[config.mk]
export PLATFORM = sky130hd
export DESIGN_NAME = hv_duty_ramp
export DESIGN_NICKNAME = d
export VERILOG_FILES = /design/src/rtl/hv_duty_ramp.sv
export SDC_FILE = /design/constraint.sdc
export NUM_CORES = 1
export LEC_CHECK = 0
export ABC_AREA = 1
export ABC_CLOCK_PERIOD_IN_PS = 5200
export CORE_ASPECT_RATIO = 1.4
export CORE_MARGIN = 2
export CORE_UTILIZATION = 55
export CTS_BUF_LIST = sky130_fd_sc_hd__clkbuf_4
export DETAILED_ROUTE_END_ITERATION = 12
export PLACE_DENSITY = 0.78
export SYNTH_ARGS = -nofsm -noshare
export SYNTH_HDL_FRONTEND = slang
export SYNTH_SLANG_ARGS = --single-unit
[constraint.sdc]
create_clock -name i_clk_50m -period 5.2 [get_ports i_clk_50m]
set_input_delay 0.78 -clock i_clk_50m [delete_from_list [all_inputs] [get_ports i_clk_50m]]
set_output_delay 0.78 -clock i_clk_50m [all_outputs]
set_load 0.005 [all_outputs]
[src/rtl/hv_duty_ramp.sv]
`default_nettype none
// ============================================================================
// Module   : hv_duty_ramp
// Purpose  : Soft-start setpoint stage ahead of the HV DA PWM generator.
//            Accepts a requested duty code over valid/ready, clamps it to
//            DUTY_LIMIT, and walks the applied duty toward that target in
//            steps of at most STEP_SIZE, one step every STEP_INTERVAL clocks,
//            only while HV enable is high. Dropping HV enable zeroes the
//            applied duty immediately.
// Ports    :
//   i_clk_50m    - 50 MHz system clock
//   i_rst_n      - asynchronous active-low reset
//   i_hv_en      - HV enable; ramping permitted only while high
//   i_set_valid  - setpoint request valid
//   i_set_duty   - requested duty code (16 bit)
//   o_set_ready  - setpoint accept ready (always 1 after reset)
//   o_duty       - applied duty code to PWM stage (registered)
//   o_duty_valid - one-cycle pulse with every change of o_duty
//   o_ramping    - high in RAMP state
//   o_settled    - high in HOLD state (o_duty == target)
//   o_clamped    - last accepted setpoint exceeded DUTY_LIMIT
// Revision : 1.0 - initial release
// ============================================================================
module hv_duty_ramp #(
  parameter logic [15:0] DUTY_DEFAULT  = 16'd819,
  parameter logic [15:0] DUTY_LIMIT    = 16'd900,
  parameter logic [15:0] STEP_SIZE     = 16'd8,
  parameter logic [31:0] STEP_INTERVAL = 32'd50_000
) (
  input  logic        i_clk_50m,
  input  logic        i_rst_n,
  input  logic        i_hv_en,
  input  logic        i_set_valid,
  input  logic [15:0] i_set_duty,
  output logic        o_set_ready,
  output logic [15:0] o_duty,
  output logic        o_duty_valid,
  output logic        o_ramping,
  output logic        o_settled,
  output logic        o_clamped
);

  localparam logic        c_CLAMP_RST  = (DUTY_DEFAULT > DUTY_LIMIT);
  localparam logic [15:0] c_TARGET_RST = c_CLAMP_RST ? DUTY_LIMIT : DUTY_DEFAULT;
  localparam logic [31:0] c_TIMER_LAST = STEP_INTERVAL - 32'd1;

  typedef enum logic [1:0] {
    ST_IDLE = 2'd0,
    ST_RAMP = 2'd1,
    ST_HOLD = 2'd2
  } state_t;

  state_t      r_state;
  state_t      w_state_nxt;
  logic [15:0] r_duty;
  logic [15:0] w_duty_nxt;
  logic [15:0] r_target;
  logic [31:0] r_timer;
  logic [31:0] w_timer_nxt;
  logic        r_clamped;
  logic        r_duty_valid;
  logic        r_ramping;
  logic        r_settled;

  logic        w_set_xfer;
  logic        w_set_over;
  logic [15:0] w_set_target;
  logic        w_up;
  logic [15:0] w_diff;
  logic [15:0] w_step;
  logic [15:0] w_stepped;

  // The stage never back-pressures the command path.
  assign o_set_ready  = 1'b1;
  assign w_set_xfer   = i_set_valid & o_set_ready;
  assign w_set_over   = (i_set_duty > DUTY_LIMIT);
  assign w_set_target = w_set_over ? DUTY_LIMIT : i_set_duty;

  // Direction chosen before subtracting, so the distance never wraps and the
  // step is trimmed to land exactly on the target.
  assign w_up      = (r_duty < r_target);
  assign w_diff    = w_up ? (r_target - r_duty) : (r_duty - r_target);
  assign w_step    = (w_diff < STEP_SIZE) ? w_diff : STEP_SIZE;
  assign w_stepped = w_up ? (r_duty + w_step) : (r_duty - w_step);

  always_comb begin
    w_state_nxt = r_state;
    w_duty_nxt  = r_duty;
    w_timer_nxt = r_timer;
    case (r_state)
      ST_IDLE: begin
        w_duty_nxt  = 16'd0;
        w_timer_nxt = 32'd0;
        if (i_hv_en) w_state_nxt = ST_RAMP;
      end
      ST_RAMP: begin
        if (!i_hv_en) begin
          w_state_nxt = ST_IDLE;
          w_duty_nxt  = 16'd0;
          w_timer_nxt = 32'd0;
        end else if (r_duty == r_target) begin
          w_state_nxt = ST_HOLD;
          w_timer_nxt = 32'd0;
        end else if (r_timer == c_TIMER_LAST) begin
          // Uses the target registered before any same-cycle transfer.
          w_duty_nxt  = w_stepped;
          w_timer_nxt = 32'd0;
        end else begin
          w_timer_nxt = r_timer + 32'd1;
        end
      end
      ST_HOLD: begin
        w_timer_nxt = 32'd0;
        if (!i_hv_en) begin
          w_state_nxt = ST_IDLE;
          w_duty_nxt  = 16'd0;
        end else if (r_target != r_duty) begin
          w_state_nxt = ST_RAMP;
        end
      end
      default: begin
        w_state_nxt = ST_IDLE;
        w_duty_nxt  = 16'd0;
        w_timer_nxt = 32'd0;
      end
    endcase
  end

  always_ff @(posedge i_clk_50m or negedge i_rst_n) begin
    if (!i_rst_n) begin
      r_state      <= ST_IDLE;
      r_duty       <= 16'd0;
      r_timer      <= 32'd0;
      r_target     <= c_TARGET_RST;
      r_clamped    <= c_CLAMP_RST;
      r_duty_valid <= 1'b0;
      r_ramping    <= 1'b0;
      r_settled    <= 1'b0;
    end else begin
      r_state      <= w_state_nxt;
      r_duty       <= w_duty_nxt;
      r_timer      <= w_timer_nxt;
      r_duty_valid <= (w_duty_nxt != r_duty);
      r_ramping    <= (w_state_nxt == ST_RAMP);
      r_settled    <= (w_state_nxt == ST_HOLD);
      if (w_set_xfer) begin
        r_target  <= w_set_target;
        r_clamped <= w_set_over;
      end
    end
  end

  assign o_duty       = r_duty;
  assign o_duty_valid = r_duty_valid;
  assign o_ramping    = r_ramping;
  assign o_settled    = r_settled;
  assign o_clamped    = r_clamped;

endmodule
`default_nettype wire

==> flow_summary.ini, run 1 <==
[run_status]
status = complete, no violations

[sta]
finalWorstSetupSlack_ns = 0.0424
min_period_ns = 5.16
worst_pin_slew_ns = 0.892
finalClockSkew_ns = 0.0276
timing.final.crit_share = 0.992
setup_violations = 0
fin_tns_setup_ns = 0
timing.hold.ws_ns = 0.437
max_clock_freq_mhz = 194
max-slew-margin-rel = 0.406
rsz0062_at_grt = yes
finalHoldViolCount = 0
final-max-slew-violation-count = 0

[layout]
final_cell_mix = 324 x nand2_1, 177 x inv_1, 88 x buf_4
drive_above_1_share = 0.204
final_nets = 1263
layout_commonest_cell = nand2_1
final_util = 0.707
area_delta_synth_final_pct = 24.8

[drt]
drt_first_iter_violations = 369
drt.antenna.violating_nets = 0
dr.pass1.iters = 5
wl_mm = 19.8
avgViaCountPerCell = 5.35
wl_per_cell_um = 14.8
drc = 0
vias = 7172

[setup_path]
required_ns = 5.53
cp.arrival_ns = 5.49
path_buf_inv = 7
start_kind = flip-flop
cpLargestDelayFamily = simple AND/OR/NAND/NOR gates
crit_type = flip-flop to flip-flop
end_kind = flip-flop
slowest_stage = dfstp_2
critical_path.max_stage_delay_ns = 0.57
cp_common_cell = nand2_1
worstPathMaxFanout = 5

[clock_tree]
cts.sinks = 70
cts_root_buf = clkbuf_4
cts_buffer_depth = 2
clkTransAtPathRegs_ns = 0.13
htree_levels = 3
cts_tree = built
clock_latency_ns = 0.46
cts_hold_buf = 0
cts-buffers-inserted = 9

[global_routing]
grt_antenna_before_repair = 1
grt_pass1_wl_mm = 32.0
grt_max_degree = 71
grt_usage = 0.300
overflow = 0
grt_pass1_vias = 7087

[yosys]
syn_avg_cell_area_um2 = 6.38
synthCells = 1061
synth_area_mm2 = 0.00676
syn_nets = 1136
synth_top_area_frac = 0.237
synth_cell_type_count = 53
synth_area_leader_cell = dfrtp_1
synthArstFlopShare = 1.00
synthFlopType = dfrtp_1
ys_seq_area_frac = 0.260
ys_seq_elements = 70
yosys_warnings = 0
synth_area_leaders = dfrtp_1 24%, nand2_1 19%, inv_1 10%, ha_1 9.6%, nor2_1 4.7%
synth_edf_count = 0

[power_and_ir_drop]
seq_power_share = 0.480
power_density_mw_per_mm2 = 141
power_mw = 1.19
p_leak_nw = 4.31
p_comb_frac = 0.264
clkPwrFrac = 0.256
switching_share = 0.355
ir_drop_v = 0.000151
intPower_mw = 0.767
p_sw_mw = 0.423

[floorplanning]
die_h_um = 135
die_w_um = 97.7
die_area_mm2 = 0.0132
initial_core_util = 0.567
num_rows = 47
io_pins = 41
core_area_mm2 = 0.0119

[place]
port_buffers = 39
hpwl_mm = 15.1
routabilityCongestion = 0.961
pre_cts_ws_ns = -0.243

[worst_hold_path]
hold_class = input pin to asynchronous set/reset pin

[flow_run]
drv_cap = 0
==> synth_stat cells, types with 3 or more instances <==
cell type,number
a21oi_1,50
a31oi_1,3
and2_1,3
buf_6,4
clkbuf_1,6
dfrtp_1,64
dfstp_2,6
fa_1,3
ha_1,52
inv_1,188
inv_2,10
nand2_1,343
nand2_2,9
nand2_4,3
nand3_1,55
nand4_1,29
nor2_1,84
nor2_2,7
nor2_4,4
nor3_1,27
nor4_1,5
o21ai_0,37
o221ai_1,3
o22ai_1,3
or2_2,4
xnor2_1,5
xor2_1,17
==> final timing paths <==
path / startpoint / endpoint / slack (ns) / depth (start not counted)
setup / recovery: r_target[0]$_DFFE_PN1P_ / o_duty_valid$_DFF_PN0_ / 0.04 / 42
hold / removal: i_rst_n / r_timer[28]$_DFF_PN0_ / 0.44 / 1
setup reg to reg: r_target[0]$_DFFE_PN1P_ / o_duty_valid$_DFF_PN0_ / 0.04 / 42
hold reg to reg: r_timer[0]$_DFF_PN0_ / r_timer[0]$_DFF_PN0_ / 0.48 / 1
max in group asynchronous: i_rst_n / o_duty[1]$_DFF_PN0_ / 4.14 / 1
min in group i_clk_50m: r_timer[0]$_DFF_PN0_ / r_timer[0]$_DFF_PN0_ / 0.48 / 1
==> what timing repair did <==
| action | 4_1_cts | 5_1_grt |
|---|---|---|
| setup endpoints to repair | 2 | 5 |
| pin swaps | 34 | 49 |
| setup buffers | 7 | 8 |
| cloned | 1 | 0 |
| resized for setup | 38 | 68 |
==> cell families (layout without fill, tap and decap cells) <==
family,Yosys count,count (layout),synth area share
flops,70,70,0.260
xor+xnor,23,23,0.0309
other cells,1,2,0.000554
fa+ha+maj,55,55,0.105
compound gates,113,114,0.0953
buf+inv,212,343,0.124
mux,1,1,0.00148
simple gates,586,586,0.383
==> power by group through the flow <==
stage,Sequential [mW],Clock (mW),Combinational [mW]
detailed placement,0.580,0,0.291
global placement,0.579,0,0.287
CTS,0.570,0.312,0.300
finish,0.571,0.305,0.314
floorplan,0.579,0,0.191
global route,0.573,0.338,0.347
==> flip-flops by register name, indices dropped and copies added, names as in the netlist <==
name          count
o_clamped         1
o_duty           16
o_duty_valid      1
o_ramping         1
o_settled         1
r_state           2
r_target         16
r_timer          32
==> per-stage QoR <==
| stage | area [µm²] | instances |
|---|---|---|
| 6_report | 8440 | 1341 |
| 3_3_place_gp | 7800 | 1308 |
| 4_1_cts | 8110 | 1332 |
| 2_1_floorplan | 6760 | 1061 |
| 5_1_grt | 8440 | 1341 |
| 3_5_place_dp | 7800 | 1308 |
==> area by class of cell <==
| cell class | instances | area (µm²) |
|---|---|---|
| timing repair buffer | 128 | 1060 |
| fill | 1027 | 3500 |
| sequential | 70 | 1760 |
| inverter | 199 | 754 |
| multi-input combinational | 780 | 4560 |
| clock buffer | 10 | 75.1 |
| clock inverter | 6 | 38.8 |
| antenna | 1 | 2.50 |
| tap | 147 | 184 |
==> per-layer routing <==
metal / GRT usage / routed length [µm] / vias up
met2: 0.570 / 10400 / 229
met3: 0.0377 / 810 / 103
met1: 0.312 / 7290 / 3236
met4: 0.184 / 1320 / 0
met5: 0 / 0 / -
li1: - / - / 3604
==> worst reg2reg max path: cells and delay by family, from the launching register on <==
kind | cells | cell delay, ns
AND/OR/NAND/NOR | 27 | 2.50
adder cells (fa/ha/maj) | 4 | 0.94
flip-flops | 1 | 0.57
buffers and inverters | 7 | 0.51
AO/OA/AOI/OAI | 3 | 0.34
XOR/XNOR | 1 | 0.14
Note: power is estimated with default switching activity, not from simulation.
==> inputs of run 2 (changes only) <==
- CORE_UTILIZATION: 55 -> 40
- CTS_BUF_LIST: sky130_fd_sc_hd__clkbuf_4 -> not set
- PLACE_DENSITY: 0.78 -> not set
==> run 2 against run 1 <==
  * Cell area is 5.6% higher
  * The run now ends with setup timing left
  * Clock power is 140% higher
  * Flip-flop and latch count stayed put
  * Maximum frequency is 1.2% lower
  * Highest routed layer unchanged
==> flow_summary.ini, run 2 (same netlist as run 1, synthesis figures left out) <==
[sta]
setup_violations = 1
timing.final.crit_share = 1.00
fin_tns_setup_ns = -0.0201
worst_pin_slew_ns = 0.913
min_period_ns = 5.22
max_clock_freq_mhz = 192
max-slew-margin-rel = 0.392
timing.hold.ws_ns = 0.466
finalWorstSetupSlack_ns = -0.0201
finalHoldViolCount = 0
finalClockSkew_ns = 0.00761
final-max-slew-violation-count = 0
rsz0062_at_grt = yes

[run_status]
status = finished with violations
violations = setup timing

[layout]
layout_commonest_cell = nand2_1
fin_cells = 1418
area_delta_synth_final_pct = 31.7
final_nets = 1285
diodes = 0
final_util = 0.534
top_register = r_timer
largest_reg_flops = 32
fillers = 1636
final_cell_mix = 320 x nand2_1, 178 x inv_1, 105 x buf_4
drive_above_1_share = 0.218

[clock_tree]
clkTransAtPathRegs_ns = 0.06
cts_buffer_depth = 2
cts_root_buf = clkbuf_16
clock_latency_ns = 0.34
cts.sinks = 70
cts_hold_buf = 0
htree_levels = 3
cts_tree = built
cts-buffers-inserted = 9

[drt]
avgViaCountPerCell = 4.98
vias = 7055
wl_mm = 20.0
drt_first_iter_violations = 280
drc = 0
dr.pass1.iters = 5
wl_per_cell_um = 14.1
drt.antenna.violating_nets = 0

[global_routing]
grt_pass1_wl_mm = 32.1
grt_antenna_before_repair = 0
grt_pass1_vias = 6828
overflow = 0
grt_max_degree = 71
grt_usage = 0.228

[place]
routabilityCongestion = 0.877
dp.cells = 1379
port_buffers = 39
hpwl_mm = 15.9

[floorplanning]
die_h_um = 158
core_area_mm2 = 0.0167
num_rows = 56
initial_core_util = 0.406
die_area_mm2 = 0.0180
io_pins = 41
die_w_um = 114

[setup_path]
slowest_stage = dfstp_2
worstPathMaxFanout = 5
critical_path.max_stage_delay_ns = 0.56
end_kind = flip-flop
required_ns = 5.42
start_kind = flip-flop
crit_type = flip-flop to flip-flop
cp.arrival_ns = 5.44

[power_and_ir_drop]
ir_drop_v = 0.000143
power_mw = 1.61
p_leak_nw = 4.53
power_density_mw_per_mm2 = 181

[worst_hold_path]
hold_class = flip-flop to flip-flop

[flow_run]
drv_cap = 0
[run 2: final timing paths]
path / startpoint / endpoint / slack (ns) / cells after the start
min in group asynchronous: i_rst_n / r_timer[31]$_DFF_PN0_ / 0.56 / 1
max reg2reg: r_target[0]$_DFFE_PN1P_ / o_duty_valid$_DFF_PN0_ / -0.02 / 41
min: r_timer[0]$_DFF_PN0_ / r_timer[0]$_DFF_PN0_ / 0.47 / 1
max: r_target[0]$_DFFE_PN1P_ / o_duty_valid$_DFF_PN0_ / -0.02 / 41
min reg2reg: r_timer[0]$_DFF_PN0_ / r_timer[0]$_DFF_PN0_ / 0.47 / 1
max in group asynchronous: i_rst_n / o_duty[1]$_DFF_PN0_ / 3.99 / 1
[run 2: repair_timing]
item / CTS / global route
endpoints found under the hold margin: 0 / 0
gates resized for setup: 28 / 78
pin swaps: 23 / 48
setup endpoints to repair: 2 / 7
setup buffers: 9 / 12
gates cloned: 2 / 0
[run 2: stage by stage]
step	instance area, µm²	setup slack [ns]
2_1_floorplan	6760	0.195
3_3_place_gp	8000	-0.531
3_5_place_dp	8000	-0.604
4_1_cts	8520	-0.139
5_1_grt	8910	-0.453
6_report	8910	-0.0201
[run 2: routing by layer]
metal  vias to the layer above  GRT usage  routed length, µm
met5                         -          0                  0
li1                       3644          -                  -
met4                         0     0.0970                721
met2                       106      0.451              11000
met1                      3251      0.240               7830
met3                        54     0.0241                455
[run 2: area by class of cell]
class                      count  area (µm²)  share of cell area
sequential                    70        1760               0.198
inverter                     199         752              0.0844
clock inverter                 7         121              0.0136
tap                          203         254              0.0285
timing repair buffer         149        1250               0.140
clock buffer                   9         225              0.0253
multi-input combinational    781        4550               0.510
[run 2: worst max-delay path: cells and delay by family (launching register included)]
family / cells / cell delay [ns]
xor+xnor: 1 / 0.11
simple gates: 25 / 2.18
fa+ha+maj: 4 / 1.12
compound gates: 2 / 0.29
flops: 1 / 0.56
buf+inv: 9 / 0.86
[run 2: report_power, final]
part	switching (mW)	internal, mW	leakage, nW
clock	0.254	0.471	0.170
combinational	0.208	0.111	3.43
sequential	0.0103	0.560	0.938
total	0.472	1.14	4.53
==> inputs of run 3 (changes only) <==
- CORE_MARGIN: 2 -> 5
==> run 3 against run 2 <==
  * The run still ends with setup timing left
  * Worst hold slack got worse by 0.0047 ns
  * First-iteration DRC count increased by 18%
  * Combinational power decreased by 4%
  * Clock skew about the same
  * Maximum frequency decreased by 0.80%
  * Utilization decreased by 0.81 points
  * Largest cell class unchanged
  * Highest routed layer unchanged
==> flow_summary.ini, run 3 (same netlist as run 1, synthesis figures left out) <==
[sta]
final-max-slew-violation-count = 0
finalWorstSetupSlack_ns = -0.0621
worst_pin_slew_ns = 0.898
setup_violations = 1
finalHoldViolCount = 0
min_period_ns = 5.26
max-slew-margin-rel = 0.402
max_clock_freq_mhz = 190
timing.final.crit_share = 1.01
finalClockSkew_ns = 0.00796
rsz0062_at_grt = yes

[worst_hold_path]
hold_class = flip-flop to flip-flop

[clock_tree]
cts_tree = built
cts-buffers-inserted = 9
clock_latency_ns = 0.34
cts_buffer_depth = 2
htree_levels = 3
cts.sinks = 70
cts_root_buf = clkbuf_16
clkTransAtPathRegs_ns = 0.06

[drt]
dr.pass1.iters = 5
avgViaCountPerCell = 4.92
wl_per_cell_um = 14.0
drc = 0
vias = 6956
drt.antenna.violating_nets = 0
wl_mm = 19.9
drt_first_iter_violations = 330

[layout]
final_nets = 1282
fillers = 1729
multiInputGateArea_mm2 = 0.00444
top_register = r_timer
fin_cells = 1415
area_delta_synth_final_pct = 29.7
final_cell_mix = 326 x nand2_1, 183 x inv_1, 104 x buf_4
largest_reg_flops = 32
seqCellArea_mm2 = 0.00176
drive_above_1_share = 0.204
diodes = 0
layout_commonest_cell = nand2_1

[floorplanning]
num_rows = 56
io_pins = 41
die_w_um = 120
initial_core_util = 0.406
core_area_mm2 = 0.0167
die_h_um = 164
die_area_mm2 = 0.0196

[flow_run]
drv_cap = 0

[power_and_ir_drop]
p_leak_nw = 4.51
power_density_mw_per_mm2 = 178
ir_drop_v = 0.000142

[place]
port_buffers = 39
pre_cts_ws_ns = -0.647
routabilityCongestion = 0.923
hpwl_mm = 16.1
dp.cells = 1377

[global_routing]
grt_pass1_wl_mm = 32.3
grt_usage = 0.206
grt_pass1_vias = 6892
grt_max_degree = 71
overflow = 0
grt_antenna_before_repair = 0

[setup_path]
start_kind = flip-flop
worstPathMaxFanout = 6
r2r_slack_ns = -0.06
cpLargestDelayFamily = simple AND/OR/NAND/NOR gates
crit_type = flip-flop to flip-flop
cp.arrival_ns = 5.48
end_kind = flip-flop
required_ns = 5.41
cp_common_cell = nand2_1
path_buf_inv = 6
slowest_stage = dfstp_2
critical_path.max_stage_delay_ns = 0.55

[run_status]
violations = setup timing
status = finished with violations
-- run 3: cell count changes in the layout (fill, tap and decap cells not counted), sizes merged --
| cell | change |
|---|---|
| inv | -1 |
| nand2 | -1 |
| a21oi | -1 |
| clkinv | -1 |
| bufinv | -1 |
| clkinvlp | +1 |
| clkbuf | +2 |
| buf | -1 |
-- run 3: layer usage --
metal / track usage / share of wire / up-vias
met5: 0 / 0 / -
met4: 0.0683 / 0.024 / 0
met3: 0.0272 / 0.020 / 30
met2: 0.419 / 0.57 / 86
met1: 0.211 / 0.39 / 3210
li1: - / - / 3630
-- run 3: worst paths after layout --
path,start,endpoint,depth (start not counted)
setup / recovery,r_target[0]$_DFFE_PN1P_,o_duty_valid$_DFF_PN0_,42
hold / removal,r_timer[0]$_DFF_PN0_,r_timer[0]$_DFF_PN0_,1
setup reg to reg,r_target[0]$_DFFE_PN1P_,o_duty_valid$_DFF_PN0_,42
hold reg to reg,r_timer[0]$_DFF_PN0_,r_timer[0]$_DFF_PN0_,1
max in group asynchronous,i_rst_n,o_duty[11]$_DFF_PN0_,1
min in group asynchronous,i_rst_n,r_timer[0]$_DFF_PN0_,1
-- run 3: cell type report --
class | count | share of cell area
well taps | 203 | 0.0290
clock buffers | 11 | 0.0288
inverters | 199 | 0.0857
flip-flops and latches | 70 | 0.201
multi-input cells | 779 | 0.506
clock inverters | 5 | 0.00927
repair buffers | 148 | 0.141
-- run 3: timing repair --
action                     in CTS  in global routing
setup endpoints to repair       2                  7
setup buffers                  11                 11
pin swaps                      21                 52
resized for setup              31                 55
hold buffers                    0                  0
-- run 3: power by group --
group	internal [mW]	leakage, nW	total, mW	switching, mW
combinational	0.103	3.41	0.305	0.202
clock	0.446	0.162	0.683	0.237
sequential	0.560	0.940	0.570	0.00957
total	1.11	4.51	1.56	0.449
-- run 3: per-stage QoR --
stage	power [mW]	TNS, ns	utilization	instance area (µm²)	hold slack, ns
6_report	1.56	-0.0621	0.526	8770	0.461
3_3_place_gp	0.877	-0.542	0.478	7970	0.457
3_5_place_dp	0.878	-0.831	0.478	7970	0.463
2_1_floorplan	0.770	0	-	6760	0.433
5_1_grt	1.64	-0.887	0.526	8770	0.485
4_1_cts	1.57	-0.239	0.509	8480	0.472
